`src/rtl/sk6805_serializer.sv`:
```
// SK6805 one-wire NRZ serializer: latches a chain of RGB colours and
// shifts them out GRB, MSB first, LED0 first, followed by a low latch gap.
module sk6805_serializer #(
  parameter int NUM_LEDS     = 2,
  parameter int BIT_CYCLES   = 12,
  parameter int T0H_CYCLES   = 3,
  parameter int T1H_CYCLES   = 6,
  parameter int RESET_CYCLES = 1000,
  parameter int AUTO_REFRESH = 0
) (
  input  logic                    clk_10MHz,
  input  logic                    i_rst,
  input  logic [24*NUM_LEDS-1:0]  i_rgb,
  input  logic                    i_start,
  output logic                    o_busy,
  output logic                    o_done,
  output logic                    o_led
);

  localparam int NB = 24 * NUM_LEDS;
  localparam int CW = $clog2(BIT_CYCLES) + 1;
  localparam int BW = $clog2(24) + 1;
  localparam int LW = $clog2(NUM_LEDS) + 1;
  localparam int GW = $clog2(RESET_CYCLES) + 1;

  localparam logic [CW-1:0] CYC_LAST = CW'(BIT_CYCLES - 1);
  localparam logic [CW-1:0] T0H      = CW'(T0H_CYCLES);
  localparam logic [CW-1:0] T1H      = CW'(T1H_CYCLES);
  localparam logic [BW-1:0] BIT_LAST = BW'(23);
  localparam logic [LW-1:0] LED_LAST = LW'(NUM_LEDS - 1);
  localparam logic [GW-1:0] GAP_LAST = GW'(RESET_CYCLES - 1);

  typedef enum logic [1:0] {
    IDLE,
    SEND,
    GAP
  } state_t;

  state_t          state;
  state_t          state_d;
  logic [NB-1:0]   sr;
  logic [NB-1:0]   sr_d;
  logic [NB-1:0]   grb;
  logic [CW-1:0]   cyc;
  logic [CW-1:0]   cyc_d;
  logic [BW-1:0]   bit_cnt;
  logic [BW-1:0]   bit_d;
  logic [LW-1:0]   led_idx;
  logic [LW-1:0]   led_idx_d;
  logic [GW-1:0]   gap;
  logic [GW-1:0]   gap_d;
  logic [CW-1:0]   th;
  logic            start;
  logic            load;
  logic            bit_end;
  logic            last_bit;
  logic            gap_end;
  logic            led_nxt;
  logic            done_nxt;
  logic            busy_nxt;

  // Wire order is GRB with LED0 first; put it at the shift register MSB.
  always_comb begin
    grb = '0;
    for (int n = 0; n < NUM_LEDS; n++) begin
      grb[NB-1-24*n -: 24] = {i_rgb[24*n+8 +: 8],
                              i_rgb[24*n+16 +: 8],
                              i_rgb[24*n +: 8]};
    end
  end

  assign start    = i_start | (AUTO_REFRESH != 0);
  assign bit_end  = (cyc == CYC_LAST);
  assign last_bit = bit_end && (bit_cnt == BIT_LAST)
                    && (led_idx == LED_LAST);
  assign gap_end  = (gap == GAP_LAST);

  always_comb begin
    state_d = state;
    load    = 1'b0;
    unique case (state)
      IDLE: begin
        if (start) begin
          state_d = SEND;
          load    = 1'b1;
        end
      end
      SEND: begin
        if (last_bit) state_d = GAP;
      end
      GAP: begin
        if (gap_end) state_d = IDLE;
      end
      default: state_d = GAP;
    endcase
  end

  always_comb begin
    sr_d      = sr;
    cyc_d     = cyc;
    bit_d     = bit_cnt;
    led_idx_d = led_idx;
    gap_d     = '0;
    if (load) begin
      sr_d      = grb;
      cyc_d     = '0;
      bit_d     = '0;
      led_idx_d = '0;
    end else if (state == SEND) begin
      if (bit_end) begin
        cyc_d = '0;
        sr_d  = {sr[NB-2:0], 1'b0};
        if (bit_cnt == BIT_LAST) begin
          bit_d     = '0;
          led_idx_d = led_idx + LW'(1);
        end else begin
          bit_d = bit_cnt + BW'(1);
        end
      end else begin
        cyc_d = cyc + CW'(1);
      end
    end else if (state == GAP) begin
      gap_d = gap + GW'(1);
    end
  end

  // Line level is computed from next-cycle state so o_led stays registered.
  always_comb begin
    th       = sr_d[NB-1] ? T1H : T0H;
    led_nxt  = (state_d == SEND) && (cyc_d < th);
    done_nxt = (state == GAP) && gap_end;
    busy_nxt = (state_d != IDLE);
  end

  always_ff @(posedge clk_10MHz) begin
    if (i_rst) begin
      state   <= GAP;
      sr      <= '0;
      cyc     <= '0;
      bit_cnt <= '0;
      led_idx <= '0;
      gap     <= '0;
      o_led   <= 1'b0;
      o_done  <= 1'b0;
      o_busy  <= 1'b1;
    end else begin
      state   <= state_d;
      sr      <= sr_d;
      cyc     <= cyc_d;
      bit_cnt <= bit_d;
      led_idx <= led_idx_d;
      gap     <= gap_d;
      o_led   <= led_nxt;
      o_done  <= done_nxt;
      o_busy  <= busy_nxt;
    end
  end

endmodule

```
`config.mk`:
```
export PLATFORM = sky130hd
export DESIGN_NAME = sk6805_serializer
export DESIGN_NICKNAME = d
export VERILOG_FILES = /design/src/rtl/sk6805_serializer.sv
export SDC_FILE = /design/constraint.sdc
export NUM_CORES = 1
export LEC_CHECK = 0
export ABC_AREA = 1
export CAP_MARGIN = 20
export CORE_AREA = 4 4 88 90
export CTS_BUF_LIST = sky130_fd_sc_hd__clkbuf_8
export CTS_CLUSTER_SIZE = 25
export DETAILED_ROUTE_END_ITERATION = 10
export DIE_AREA = 0 0 92 94
export GPL_TIMING_DRIVEN = 1
export PLACE_DENSITY = 0.74
export SETUP_SLACK_MARGIN = 0.1
export SYNTH_ARGS = -nofsm -noshare
export SYNTH_HDL_FRONTEND = slang
export SYNTH_SLANG_ARGS = --single-unit
```
`constraint.sdc`:
```
create_clock -name clk_10MHz -period 3.5 [get_ports clk_10MHz]
set_clock_uncertainty 0.15 [all_clocks]
set_input_delay 0.7 -clock clk_10MHz [delete_from_list [all_inputs] [get_ports clk_10MHz]]
set_output_delay 0.7 -clock clk_10MHz [all_outputs]
set_load 0.01 [all_outputs]
```
After elaboration in Yosys (flattened, before gate mapping). Index checks and enable logic that the tools add are counted.

Input bits: 51. Output and inout bits: 3. Word-level logic and storage cells: 50. Flip-flop bits (word level): 77.

Muxes and demuxes: 14. Eq/ne operators: 7. Magnitude comparators: 1. Bitwise logic cells: 1. Add/subtract/negate cells: 4. Reductions and logical operators: 13.

Operator list (number): two-way mux 48 bit (3); two-way mux 5 bit (3); adder 11 x 1 -> 11 bit, second input constant (1); equality test 11 x 10 -> 1 bit, second input constant (1); adder 6 x 1 -> 6 bit, second input constant (1); equality test 2 x 1 -> 1 bit, second input constant (3); equality test 6 x 5 -> 1 bit, second input constant (1); two-way mux 2 bit (3); two-way mux 6 bit (1); one-hot mux 2 bit (3 select lines) (1); nonzero test 2 bit (3); adder 5 x 1 -> 5 bit, second input constant (1); equality test 5 x 4 -> 1 bit, second input constant (1); < comparator 5 x 3 -> 1 bit (1); logical AND 1 bit (4); AND reduction 2 bit (2); OR reduction 4 bit (1); two-way mux 3 bit (1); AND reduction 3 bit (1); adder 2 x 1 -> 2 bit, second input constant (1); equality test 2 bit, second input constant (1); logical NOT 2 bit (1); two-way mux 1 bit (2); OR reduction 2 bit (1); inverter 1 bit (1).

Longest topological paths before layout. Gate-level depths: netlist of the first run.

Word-level depth: 7. Mapped depth: 15. Depth with buffers taken out: 14.

Least setup slack after synthesis of the first run. No wires, ideal clock.

Kind: input-to-reg. From: input port i_start. To: register o_led. Arrival: 1.773 ns. Slack: 1.467 ns. Setup time: 0.110 ns. Required time: 3.240 ns. Cell stages on the path: 11. Cells stage by stage: nand3_4 inv_2 buf_2 nand2_1 and2_1 ha_1 inv_1 nor2_1 nand2_1 inv_1 nor2_1.

Cells in the longest elaborated chain, start to end: 6. Elaborated cells between the ends (all ways): 10.

Ends and longest elaborated chain: from (decl) (RTL line 14) `input logic i_start,`; two-way mux 1 bit (RTL line 83) `if (start) begin`; two-way mux 1 bit (RTL line 81) `unique case (state)`; two-way mux 48 bit (RTL line 104) `if (load) begin`; two-way mux 3 bit (RTL line 129) `th = sr_d[NB-1] ? T1H : T0H;`; < comparator 5 x 3 -> 1 bit (RTL line 130) `led_nxt = (state_d == SEND) && (cyc_d < th);`; logical AND 1 bit * (RTL line 130); to (signal assigned) (RTL line 153) `o_led <= led_nxt;`; to (decl) (RTL line 17) `output logic o_led`.

Mark *: on every way between the ends. The rest lies on a longest branch, timed or not. A chain may end at the register's enable or synchronous reset.

Final worst setup path of the first run.
From: register state[0]. To: register o_led.

Cells in the longest elaborated chain, start to end: 6. Elaborated cells between the ends (all ways): 16.

Ends and longest elaborated chain: from (decl) (RTL line 39) `state_t state;`; from (signal assigned) (RTL line 147) `state <= state_d;`; equality test 2 x 1 -> 1 bit / logical NOT 2 bit (equally long branches) (RTL line 81, 109); two-way mux 48 bit / two-way mux 1 bit (equally long branches) (RTL line 109, 81); two-way mux 48 bit (RTL line 104); two-way mux 3 bit (RTL line 129); < comparator 5 x 3 -> 1 bit (RTL line 130); logical AND 1 bit * (RTL line 130).

Mark *: on every way between the ends. The rest lies on a longest branch, timed or not. The select of a mux whose other input is x is not followed.

==> results of run 1 <==
layout by cell type (no fill, tap or decap), types with 11 or more instances in the layout:
cell type	count
clkbuf_8	11
nor2_1	33
a31oi_1	26
a21oi_1	35
clkdlybuf4s50_1	52
inv_1	29
nor3_1	11
nand2_1	106
nand3_1	39
dfxtp_1	77
a32oi_1	20
final timing paths:
check / endpoint / slack [ns] / depth (start not counted)
setup / recovery: o_led / 1.23 / 12
hold / removal: gap[0] / 0.31 / 1
setup reg to reg: o_led / 1.23 / 12
hold reg to reg: gap[0] / 0.31 / 1
cells in the mapped netlist, types with 2 or more instances:
master	number	area, µm²
o21bai_1	3	22.5
a31oi_1	26	163
nor2_4	2	22.5
nor3b_1	2	15.0
nand2_1	106	398
ha_1	5	62.6
buf_4	3	22.5
nand2_2	2	12.5
o21ai_1	2	10.0
nand3_1	39	195
buf_2	5	25.0
a21oi_1	35	175
nor2_2	2	12.5
nor2_1	33	124
dfxtp_1	77	1540
inv_2	5	18.8
a32oi_1	20	175
nand4_1	4	25.0
o21ai_0	4	20.0
nor3_1	11	55.1
buf_6	8	90.1
inv_1	27	101
clkbuf_1	10	37.5
through the flow:
step | instance area, µm² | cells | utilization | setup WS (ns) | total power (W)
2_1_floorplan | 3410 | 440 | - | 1.47 | 0.000918
3_3_place_gp | 3920 | 571 | 0.556 | 0.992 | 0.000981
3_5_place_dp | 3920 | 571 | 0.556 | 0.975 | 0.000981
4_1_cts | 4130 | 587 | 0.585 | 1.25 | 0.00166
5_1_grt | 4130 | 587 | 0.585 | 1.03 | 0.00170
6_report | 4130 | 587 | 0.585 | 1.23 | 0.00164
registers in the layout (all words and copies together), names as in the netlist:
signal,cells
sr,48
gap,11
bit_cnt,6
cyc,5
led_idx,2
state,2
o_busy,1
o_done,1
o_led,1
report_power, final:
group          internal (W)  switching [W]
clock network      0.000364       0.000314
logic             0.0000532      0.0000272
registers          0.000878     0.00000173
total               0.00130       0.000343
per-layer routing:
| layer | wire length (µm) | share of wire |
|---|---|---|
| met2 | 3500 | 0.46 |
| met1 | 3630 | 0.48 |
| met4 | 49 | 0.0065 |
| met5 | 0 | 0 |
| met3 | 415 | 0.055 |
critical path: stages (launching register included):
cell     delay, ns
dfxtp_1       0.43
inv_2         0.11
nor2_4        0.31
nand3_2       0.24
nand2_1       0.11
nand3_1       0.09
and2_1        0.18
ha_1          0.29
inv_1         0.05
nor2_1        0.04
nand2_1       0.07
inv_1         0.04
nor2_1        0.10
logic make-up after synthesis:
logic type,synth area share
AND/OR/NAND/NOR,0.271
adder cells (fa/ha/maj),0.0183
AO/OA/AOI/OAI,0.170
buffers and inverters,0.0865
XOR/XNOR,0.00257
flip-flops,0.452
final cells by class:
type / instances / area [µm²] / share of cell area
Clock buffer: 11 / 151 / 0.0367
Clock inverter: 5 / 51.3 / 0.0124
Inverter: 32 / 120 / 0.0291
Multi-Input combinational cell: 305 / 1580 / 0.382
Sequential cell: 77 / 1540 / 0.374
Tap cell: 99 / 124 / 0.0300
Timing Repair Buffer: 58 / 563 / 0.136
==> run_results.csv, run 1 <==
group,metric,value,unit
status,outcome,"complete, no violations",
cts,cts_buffers,9,
yosys,synth.avg_cell_area,7.75,µm²
finish,area_delta_synth_final,20.9,%
cts,cts_tree,"done",
min_path,worstHoldPathType,"flip-flop to flip-flop",
global_routing,antenna_found_initial,0,
global_routing,grt.met2_usage,0.309,
timing,rsz0062_at_grt,"no",
global_routing,met3_usage,0.0449,
cts,htreeDepth,3,
finish,fin_nets,539,
routing,drt-total-wl,7600,µm
worst_setup_path,worstSetupPathType,"flip-flop to flip-flop",
timing,fin_setup_tns,0,ns
timing,hold_viol,0,
cts,insertion_delay,0.34,ns
die,dieWidth,92,µm
power_and_ir_drop,ir_drop,0.220,mV
die,ioPinCount,54,
place,hpwl,5050,µm
cts,cts_root_buffer,"clkbuf_8",
timing,fin_crit_sh,0.650,
routing,wire_per_inst,12.9,µm
cts,clock_sinks,77,
global_routing,grt_use_total,0.181,
cts,clk_pin_slew,0.07,ns
worst_setup_path,arrival,2.39,ns
die,die_height,94,µm
timing,setup_violations,0,
routing,drcViolationCount,0,
yosys,ys_seq_elements,77,
die,core-area,7060,µm²
finish,drive_gt1_frac,0.0717,
global_routing,grt-ovfl-total,0,
place,gp_congestion,0.832,
global_routing,grt_start_max_net_pins,51,
cts,hold_buffers,0,
global_routing,grt_pass1_wl,12900,µm
yosys,synth_edf_count,0,
worst_setup_path,crit_fanout,14,
place,io_buffers,53,
finish,diodes,0,
global_routing,grt-busiest-layer,"met2",
worst_setup_path,r2r-start,"state[0]",
yosys,ys.flop_type,"dfxtp_1",
timing,fmax,440,MHz
cts,post_cts_buffers,0,
routing,drtIter0Drc,165,
yosys,postSynth.asyncResetShare,0,
worst_setup_path,critPathCaptureType,"flip-flop",
timing,tightest_slew,0.556,ns
timing,hold_ws,0.308,ns
die,start_util,0.483,
cts,cts.path.max_buffers,2,
run,max_cap_viol_count,0,
die,dieArea,8650,µm²
min_path,hold_start,"gap[0]",
yosys,synth_fp_nets,496,
routing,postRouteAntennaNets,0,
yosys,synth.cell_area,3410,µm²
global_routing,first_global_vias,2989,
power_and_ir_drop,p_per_area,397,nW/µm²
timing,final.min_clock_period,2.27,ns
routing,vias,3140,
die,rows,31,
yosys,ys_types,32,
worst_setup_path,startpoint,"state[0]",
yosys,netlist_instances,440,
routing,vias_per_cell,5.35,
yosys,ys_seq_area_frac,0.452,
timing,slew_headroom,0.627,
worst_setup_path,worstPathRequired,3.61,ns
power_and_ir_drop,p_leak,1.41,nW
worst_setup_path,cp-start-kind,"flip-flop",
cts,cts_resized,0,
timing,finalMaxSlewViolations,0,
global_routing,met1_usage,0.226,
yosys,synth_warnings,0,
finish,fillers,689,
routing,firstDrtPassIters,5,
(Power assumes the default switching activity.)
==> run 2, diff against run 1 <==
--- a/config.mk
+++ b/config.mk
@@ -13,7 +13,7 @@
 export DETAILED_ROUTE_END_ITERATION = 10
 export DIE_AREA = 0 0 92 94
 export GPL_TIMING_DRIVEN = 1
-export PLACE_DENSITY = 0.74
+export PLACE_DENSITY = 0.77
 export SETUP_SLACK_MARGIN = 0.1
 export SYNTH_ARGS = -nofsm -noshare
 export SYNTH_HDL_FRONTEND = slang
==> constraint.sdc (replaced) <==
create_clock -name clk_10MHz -period 2 [get_ports clk_10MHz]
set_clock_uncertainty 0.15 [all_clocks]
set_input_delay 0.4 -clock clk_10MHz [delete_from_list [all_inputs] [get_ports clk_10MHz]]
set_output_delay 0.4 -clock clk_10MHz [all_outputs]
set_load 0.01 [all_outputs]
==> run_results.csv, run 2 (synthesis gave the netlist of run 1 again) <==
group,metric,value,unit
timing,fin_setup_tns,0,ns
die,rows,31,
cts,htreeDepth,3,
power_and_ir_drop,ir_drop,0.425,mV
worst_setup_path,arrival,1.95,ns
worst_setup_path,crit_fanout,5,
timing,finalMaxSlewViolations,0,
routing,vias,3190,
global_routing,antenna_found_initial,0,
die,dieArea,8650,µm²
routing,postRouteAntennaNets,0,
worst_setup_path,r2r_slack,0.19,ns
die,ioPinCount,54,
finish,final_common_cell,"nand2_1",
timing,slew_headroom,0.750,
finish,fin_cells,601,
worst_setup_path,r2r-start,"cyc[1]",
worst_setup_path,cp-start-kind,"primary input",
cts,cts.path.max_buffers,2,
timing,tightest_slew,0.375,ns
finish,area_delta_synth_final,27.0,%
worst_setup_path,worstPathRequired,2.14,ns
timing,fmax,551,MHz
finish,fin_util,0.614,
timing,rsz0062_at_grt,"no",
cts,insertion_delay,0.35,ns
cts,cts_root_buffer,"clkbuf_8",
power_and_ir_drop,p_leak,1.47,nW
routing,drtIter0Drc,244,
routing,drcViolationCount,0,
routing,vias_per_cell,5.31,
timing,final.min_clock_period,1.81,ns
die,dieWidth,92,µm
routing,firstDrtPassIters,4,
worst_setup_path,crit_chain,"clkdlybuf4s50_1, nand3_4, nand2_1, nand2_2, inv_1, nor3_2, ha_4, inv_2, nor2_2, nand2_1, inv_1, nor2_1",
power_and_ir_drop,total_power,0.00290,W
finish,diodes,0,
timing,setup_violations,0,
global_routing,grt_start_max_net_pins,48,
cts,hold_buffers,0,
worst_setup_path,cpPeakStageDelay,0.47,ns
die,core-area,7060,µm²
min_path,worstHoldPathType,"flip-flop to flip-flop",
global_routing,grt_use_total,0.182,
routing,drt-total-wl,7530,µm
global_routing,grt_pass1_wl,12800,µm
global_routing,grt-ovfl-total,0,
cts,clock_sinks,77,
cts,cts_buffers,9,
finish,regMostFlops,"sr",
worst_setup_path,r2r-end,"o_led",
run,max_cap_viol_count,0,
die,start_util,0.483,
global_routing,first_global_vias,2981,
place,placed_cell_area,4030,µm²
timing,hold_viol,0,
worst_setup_path,critPathCaptureType,"flip-flop",
place,hpwl,5110,µm
finish,fin_nets,553,
die,die_height,94,µm
finish,final_area,4330,µm²
worst_setup_path,startpoint,"i_start",
timing,fin_crit_sh,0.907,
worst_setup_path,rr_worst_depth,14,
status,outcome,"complete, no violations",
finish,largest_register_ffs,48,
cts,cts_tree,"done",
worst_setup_path,worstSetupPathType,"primary input to flip-flop",
finish,reg_top3,"sr x48, gap x11, bit_cnt x6",
worst_setup_path,critPathSlowestCell,"clkdlybuf4s50_1",
power_and_ir_drop,p_per_area,669,nW/µm²
place,gp_congestion,0.850,
routing,wire_per_inst,12.5,µm
finish,layout_common_cells,"nand2_1, dfxtp_1, clkdlybuf4s50_1",
place,io_buffers,53,
cts,clk_pin_slew,0.08,ns
worst_setup_path,setup.worst_path.end,"o_led",
finish,drive_gt1_frac,0.129,
place,placed_cells,580,
[run 2: report_power, final]
group | total (W) | internal (W) | switching, W
clock network | 0.00121 | 0.000619 | 0.000595
logic | 0.000144 | 0.0000960 | 0.0000485
registers | 0.00154 | 0.00154 | 0.00000323
[run 2: layer usage]
metal  vias up  routed length [µm]  track usage  part of all wire
met1      1481                3400        0.221              0.45
met2        81                3680        0.311              0.49
li1       1620                   -            -                 -
met4         0                  55       0.0520            0.0073
met3         8                 396       0.0577             0.053
met5         -                   0            0                 0
[run 2: final cells by class]
cell class | instances | area, µm²
Fill cell | 631 | 2730
Multi-Input combinational cell | 305 | 1630
Sequential cell | 77 | 1550
Timing Repair Buffer | 72 | 706
Clock buffer | 10 | 138
Tap cell | 99 | 124
Inverter | 32 | 120
Clock inverter | 6 | 70.1
[run 2: critical path: cells and delay by family]
family | cells | cell delay (ns)
buffers and inverters | 4 | 0.61
adders and majority gates | 1 | 0.24
and+or+nand+nor | 7 | 0.71
[run 2: how the worst min path moves through the flow]
| stage | startpoint | endpoint | slack (ns) | depth (start not counted) |
|---|---|---|---|---|
| floorplan | gap[0] | gap[0] | 0.27 | 1 |
| CTS | i_rst | gap[6] | 0.28 | 5 |
| detailed placement | gap[0] | gap[0] | 0.29 | 1 |
| finish | gap[0] | gap[0] | 0.30 | 1 |
| global placement | gap[0] | gap[0] | 0.28 | 1 |
| global route | i_rst | gap[6] | 0.31 | 5 |
[run 2: what timing repair did]
action | CTS | global route
setup buffers | 0 | 5
pin swaps | 0 | 7
gates resized for setup | 2 | 13
cloned | 0 | 0
endpoints found under the setup margin | 1 | 1
[run 2: stage by stage]
step / setup slack [ns] / hold WS (ns)
6_report: 0.186 / 0.304
5_1_grt: 0.0800 / 0.310
4_1_cts: 0.111 / 0.283
3_5_place_dp: -0.130 / 0.293
3_3_place_gp: -0.110 / 0.281
2_1_floorplan: 0.100 / 0.268
